--- src/rtl/data_mem_dma.sv ---
// data_mem_dma: byte-block copy/fill initiator on the shared single-port data memory.
// Fill mode is compiled in only when DATA_MEM_DMA_FILL_EN is defined; otherwise every transfer is a copy.
module data_mem_dma (
    input  logic       CLK,
    input  logic       reset_n,
    input  logic       start,
    input  logic       fill,
    input  logic [7:0] src,
    input  logic [7:0] dst,
    input  logic [7:0] len,
    input  logic [7:0] fill_value,
    input  logic       bus_grant,
    output logic       busy,
    output logic       done,
    output logic [7:0] Data_address,
    output logic       Data_read_en,
    output logic       Data_write_en,
    output logic [7:0] Data_memory_in,
    input  logic [7:0] Data_memory_out
);

    typedef enum logic [1:0] {
        ST_IDLE  = 2'd0,
        ST_READ  = 2'd1,
        ST_WRITE = 2'd2,
        ST_DONE  = 2'd3
    } state_t;

    state_t     state_q, state_d;
    logic [7:0] s_q, s_d;
    logic [7:0] d_q, d_d;
    logic [7:0] cnt_q, cnt_d;
    logic       mode_q, mode_d;
    logic [7:0] fv_q, fv_d;
    logic [7:0] buf_q, buf_d;

    logic       fill_s;
    logic [7:0] fill_value_s;

`ifdef DATA_MEM_DMA_FILL_EN
    assign fill_s       = fill;
    assign fill_value_s = fill_value;
`else
    logic       unused_fill_s;
    assign fill_s        = 1'b0;
    assign fill_value_s  = 8'd0;
    assign unused_fill_s = ^{fill, fill_value};
`endif

    // State and datapath registers
    always_ff @(posedge CLK or negedge reset_n) begin
        if (!reset_n) begin
            state_q <= ST_IDLE;
            s_q     <= 8'd0;
            d_q     <= 8'd0;
            cnt_q   <= 8'd0;
            mode_q  <= 1'b0;
            fv_q    <= 8'd0;
            buf_q   <= 8'd0;
        end else begin
            state_q <= state_d;
            s_q     <= s_d;
            d_q     <= d_d;
            cnt_q   <= cnt_d;
            mode_q  <= mode_d;
            fv_q    <= fv_d;
            buf_q   <= buf_d;
        end
    end

    // Next-state and register update; a grant=0 cycle holds everything
    always_comb begin
        state_d = state_q;
        s_d     = s_q;
        d_d     = d_q;
        cnt_d   = cnt_q;
        mode_d  = mode_q;
        fv_d    = fv_q;
        buf_d   = buf_q;
        case (state_q)
            ST_IDLE: begin
                if (start) begin
                    s_d    = src;
                    d_d    = dst;
                    mode_d = fill_s;
                    fv_d   = fill_value_s;
                    cnt_d  = len;
                    if (len == 8'd0) begin
                        state_d = ST_DONE;
                    end else if (fill_s) begin
                        state_d = ST_WRITE;
                    end else begin
                        state_d = ST_READ;
                    end
                end else begin
                    state_d = ST_IDLE;
                end
            end
            ST_READ: begin
                if (bus_grant) begin
                    buf_d   = Data_memory_out;
                    s_d     = s_q + 8'd1;
                    state_d = ST_WRITE;
                end else begin
                    state_d = ST_READ;
                end
            end
            ST_WRITE: begin
                if (bus_grant) begin
                    d_d   = d_q + 8'd1;
                    cnt_d = cnt_q - 8'd1;
                    if (cnt_q == 8'd1) begin
                        state_d = ST_DONE;
                    end else if (mode_q) begin
                        state_d = ST_WRITE;
                    end else begin
                        state_d = ST_READ;
                    end
                end else begin
                    state_d = ST_WRITE;
                end
            end
            ST_DONE: begin
                state_d = ST_IDLE;
            end
            default: begin
                state_d = ST_IDLE;
            end
        endcase
    end

    // Memory-port and status outputs; enables follow bus_grant in the same cycle
    always_comb begin
        busy           = 1'b0;
        done           = 1'b0;
        Data_address   = 8'd0;
        Data_read_en   = 1'b0;
        Data_write_en  = 1'b0;
        Data_memory_in = 8'd0;
        case (state_q)
            ST_IDLE: begin
                busy = 1'b0;
            end
            ST_READ: begin
                busy         = 1'b1;
                Data_address = s_q;
                Data_read_en = bus_grant;
            end
            ST_WRITE: begin
                busy           = 1'b1;
                Data_address   = d_q;
                Data_write_en  = bus_grant;
                Data_memory_in = mode_q ? fv_q : buf_q;
            end
            ST_DONE: begin
                done = 1'b1;
            end
            default: begin
                busy = 1'b0;
            end
        endcase
    end

endmodule
--- config.mk ---
export PLATFORM = sky130hd
export DESIGN_NAME = data_mem_dma
export DESIGN_NICKNAME = d
export VERILOG_FILES = /design/src/rtl/data_mem_dma.sv
export SDC_FILE = /design/constraint.sdc
export NUM_CORES = 1
export LEC_CHECK = 0
export CAP_MARGIN = 30
export CORE_MARGIN = 3
export CORE_UTILIZATION = 46
export CTS_BUF_LIST = sky130_fd_sc_hd__clkbuf_8 sky130_fd_sc_hd__clkbuf_16
export DETAILED_ROUTE_END_ITERATION = 6
export PLACE_DENSITY_LB_ADDON = 0.3
export RECOVER_POWER = 100
export SKIP_LAST_GASP = 1
export SYNTH_ARGS = -nofsm -noshare
export SYNTH_HDL_FRONTEND = slang
export SYNTH_SLANG_ARGS = --single-unit
--- constraint.sdc ---
create_clock -name CLK -period 5.8 [get_ports CLK]
set_input_delay 1.16 -clock CLK [delete_from_list [all_inputs] [get_ports CLK]]
set_output_delay 1.16 -clock CLK [all_outputs]
set_load 0.05 [all_outputs]
==> results.sh <==
export IMPL_status="finished, violations left"
export IMPL_violations="max-capacitance violations, max-slew violations"
export IMPL_wl_um=5550
export IMPL_avgRoutedWirePerCell_um=14.6
export IMPL_rows=24
export IMPL_grt_overflow=0
export IMPL_drtAntennaViolNets=0
export IMPL_fmax_mhz=229
export IMPL_p_per_area_nw_per_um2=576
export IMPL_syn_num_nets=318
export IMPL_ys_ff_latch=34
export IMPL_dr_pass1_iters=4
export IMPL_io_pins=65
export IMPL_avgSynthCellArea_um2=8.61
export IMPL_grt_pass1_vias=1968
export IMPL_period_minus_slack_ns=4.37
export IMPL_multi_input_area_um2=1290
export IMPL_fillCellCount=419
export IMPL_yosys_warnings=0
export IMPL_clk_pin_slew_ns=0.07
export IMPL_hold_buffers=0
export IMPL_max_slew_margin_rel_pct=-24.5
export IMPL_leakage_nw=1.24
export IMPL_root_buffer="clkbuf_8"
export IMPL_dp_hpwl_um=4020
export IMPL_cap_violations=1
export IMPL_min_delay_start="buf_q[4]"
export IMPL_place_ws_ns=1.55
export IMPL_synthCells=264
export IMPL_rsz0062_at_grt="no"
export IMPL_crit_arrival_ns=3.21
export IMPL_finish_utilization_pct=63.9
export IMPL_hp_class="reg -> reg"
export IMPL_r2r_slack_ns=2.65
export IMPL_worstSkewPairLatency_ns=0.29
export IMPL_layout_area_overhead_vs_synth_pct=28.3
export IMPL_die_area_um2=5820
export IMPL_port_buffers=55
export IMPL_die_x_um=76.3
export IMPL_fin_tns_setup_ns=0
export IMPL_grt_usage_pct=19.7
export IMPL_r2r_cells=7
export IMPL_critPathKind="in -> out"
export IMPL_grt_pass1_wl_um=9410
export IMPL_regToRegStartpoint="state_q[0]"
export IMPL_vias=2137
export IMPL_min_to="buf_q[4]"
export IMPL_nets=368
export IMPL_placeableCoreArea_um2=4560
export IMPL_hold_depth=1
export IMPL_cts_buffers=5
export IMPL_r2r_end="d_q[4]"
export IMPL_synthFlopType="dfrtp_1"
export IMPL_start_util_pct=49.8
export IMPL_critPathMaxFanout=10
export IMPL_post_cts_buffers=0
export IMPL_setup_ws_ns=1.43
export IMPL_seqCellArea_um2=851
export IMPL_yosysUniqueCellTypes=47
export IMPL_antenna_found_initial=0
export IMPL_cp_required_ns=4.64
export IMPL_ys_seq_area_share_pct=37.4
export IMPL_drc=0
export IMPL_synth_edf_count=0
export IMPL_place_congestion=0.826
export IMPL_cts_buffer_depth=2
export IMPL_tritoncts="built"
export IMPL_post_cts_resized=0
export IMPL_cts_htree_levels=2
export IMPL_die_h_um=76.3
export IMPL_slew_viol_final=35
export IMPL_startpoint_type="primary input"
export IMPL_peakVddDrop_uv=256
export IMPL_cts_sinks=34
export IMPL_whs_ns=0.501
export IMPL_diodes=0
export IMPL_end_kind="output port"
export IMPL_finalClockSkew_ns=0.00879
export IMPL_grt_max_degree=35
export IMPL_fin_crit_sh_pct=75.4
export IMPL_setup_viol=0
export IMPL_routed_via_density=5.62
export IMPL_dr_first_iter_drc_count=160
export IMPL_layout_drive_gt1_share_pct=5.40
export IMPL_hold_viol=0
export IMPL_max_slew_worst_pin_slew_ns=1.87
export IMPL_async_flop_share_pct=100
export IMPL_netlist_area_um2=2270
==> stage by stage <==
| stage | instance area [µm²] | instances | power (mW) |
|---|---|---|---|
| 5_1_grt | 2920 | 380 | 1.82 |
| 2_1_floorplan | 2270 | 264 | 1.27 |
| 3_3_place_gp | 2860 | 372 | 1.51 |
| 6_report | 2920 | 380 | 1.68 |
| 4_1_cts | 2950 | 380 | 1.73 |
| 3_5_place_dp | 2860 | 372 | 1.54 |
==> final cells by class <==
| cell class | instances | share of cell area [%] |
|---|---|---|
| timing repair buffer | 57 | 19.1 |
| clock buffer | 6 | 2.83 |
| tap | 65 | 2.79 |
| multi-input combinational | 204 | 44.3 |
| inverter | 12 | 1.54 |
| clock inverter | 2 | 0.300 |
| sequential | 34 | 29.2 |
==> cells by family (layout without fill, tap and decap cells) <==
| family | after synthesis | in the layout | synth area share [%] |
|---|---|---|---|
| and+or+nand+nor | 117 | 117 | 27.9 |
| buffers and inverters | 26 | 77 | 4.73 |
| adders and majority gates | 9 | 9 | 4.95 |
| muxes | 14 | 14 | 6.60 |
| DFF | 34 | 34 | 37.4 |
| AOI/OAI and AO/OA | 64 | 64 | 18.4 |
==> critical path, stage by stage <==
cell           delay [ns]
dlygate4sd3_1        0.69
nand2_1              0.34
inv_1                0.13
dlygate4sd3_1        0.88
==> worst max path at each step <==
stage | start | to | slack (ns) | cells after the start
2_1_floorplan | state_q[1] | Data_address[0] | 2.18 | 6
3_3_place_gp | bus_grant | Data_read_en | 1.56 | 4
3_5_place_dp | bus_grant | Data_read_en | 1.55 | 4
4_1_cts | bus_grant | Data_read_en | 1.55 | 4
5_1_grt | state_q[0] | Data_memory_in[3] | 1.31 | 5
6_report | bus_grant | Data_read_en | 1.43 | 4
==> placed cells by master, fill, tap and decap left out, types with 11 or more instances in the layout <==
cell             Yosys  final
nand2_1             21     21
and2_1              11     11
nor2_1              19     19
o21ai_0             15     15
dfrtp_1             34     34
a21oi_1             17     17
nand3_1             18     18
inv_1               11     12
dlygate4sd3_1        0     23
clkdlybuf4s50_1      0     32
==> power by group <==
group          total (mW)  switching, mW  leakage (nW)  internal [mW]
sequential          0.492          0.133         0.403          0.359
combinational        1.01          0.620         0.789          0.388
clock               0.180         0.0864        0.0524         0.0940
==> registers in the layout, indices dropped and copies added (netlist names) <==
register / count
s_q: 8
buf_q: 8
state_q: 2
d_q: 8
cnt_q: 8
==> cells in the mapped netlist, types with 2 or more instances <==
cell	number	share of area, %
a31oi_1	2	0.55
and2_1	11	3.0
buf_2	2	0.44
nor4_1	3	0.83
inv_1	11	1.8
nand4_1	8	2.2
mux2i_1	6	2.6
a22o_1	3	1.2
ha_1	9	5.0
dfrtp_1	34	37
a211oi_1	2	0.66
nor3_1	7	1.5
or3_1	2	0.55
a21boi_0	2	0.66
nand2b_1	5	1.4
clkbuf_1	11	1.8
a2bb2oi_1	2	0.77
nor2b_1	8	2.2
o22ai_1	4	1.1
a21oi_1	17	3.7
mux2_2	8	4.0
nand2_1	21	3.5
nand4b_1	3	1.2
o32ai_1	2	0.77
o21ai_0	15	3.3
and3_1	5	1.4
a22oi_1	5	1.7
nand3_1	18	4.0
nor2_1	19	3.1
a311o_1	2	0.88
==> metal layers <==
metal / vias up / track usage [%] / wire (µm)
li1: 1066 / - / -
met1: 1014 / 25.3 / 2440
met2: 53 / 31.3 / 2680
met3: 4 / 7.68 / 393
met4: 0 / 4.35 / 33
met5: - / 0 / 0
Note: power is estimated with default switching activity, not from simulation.
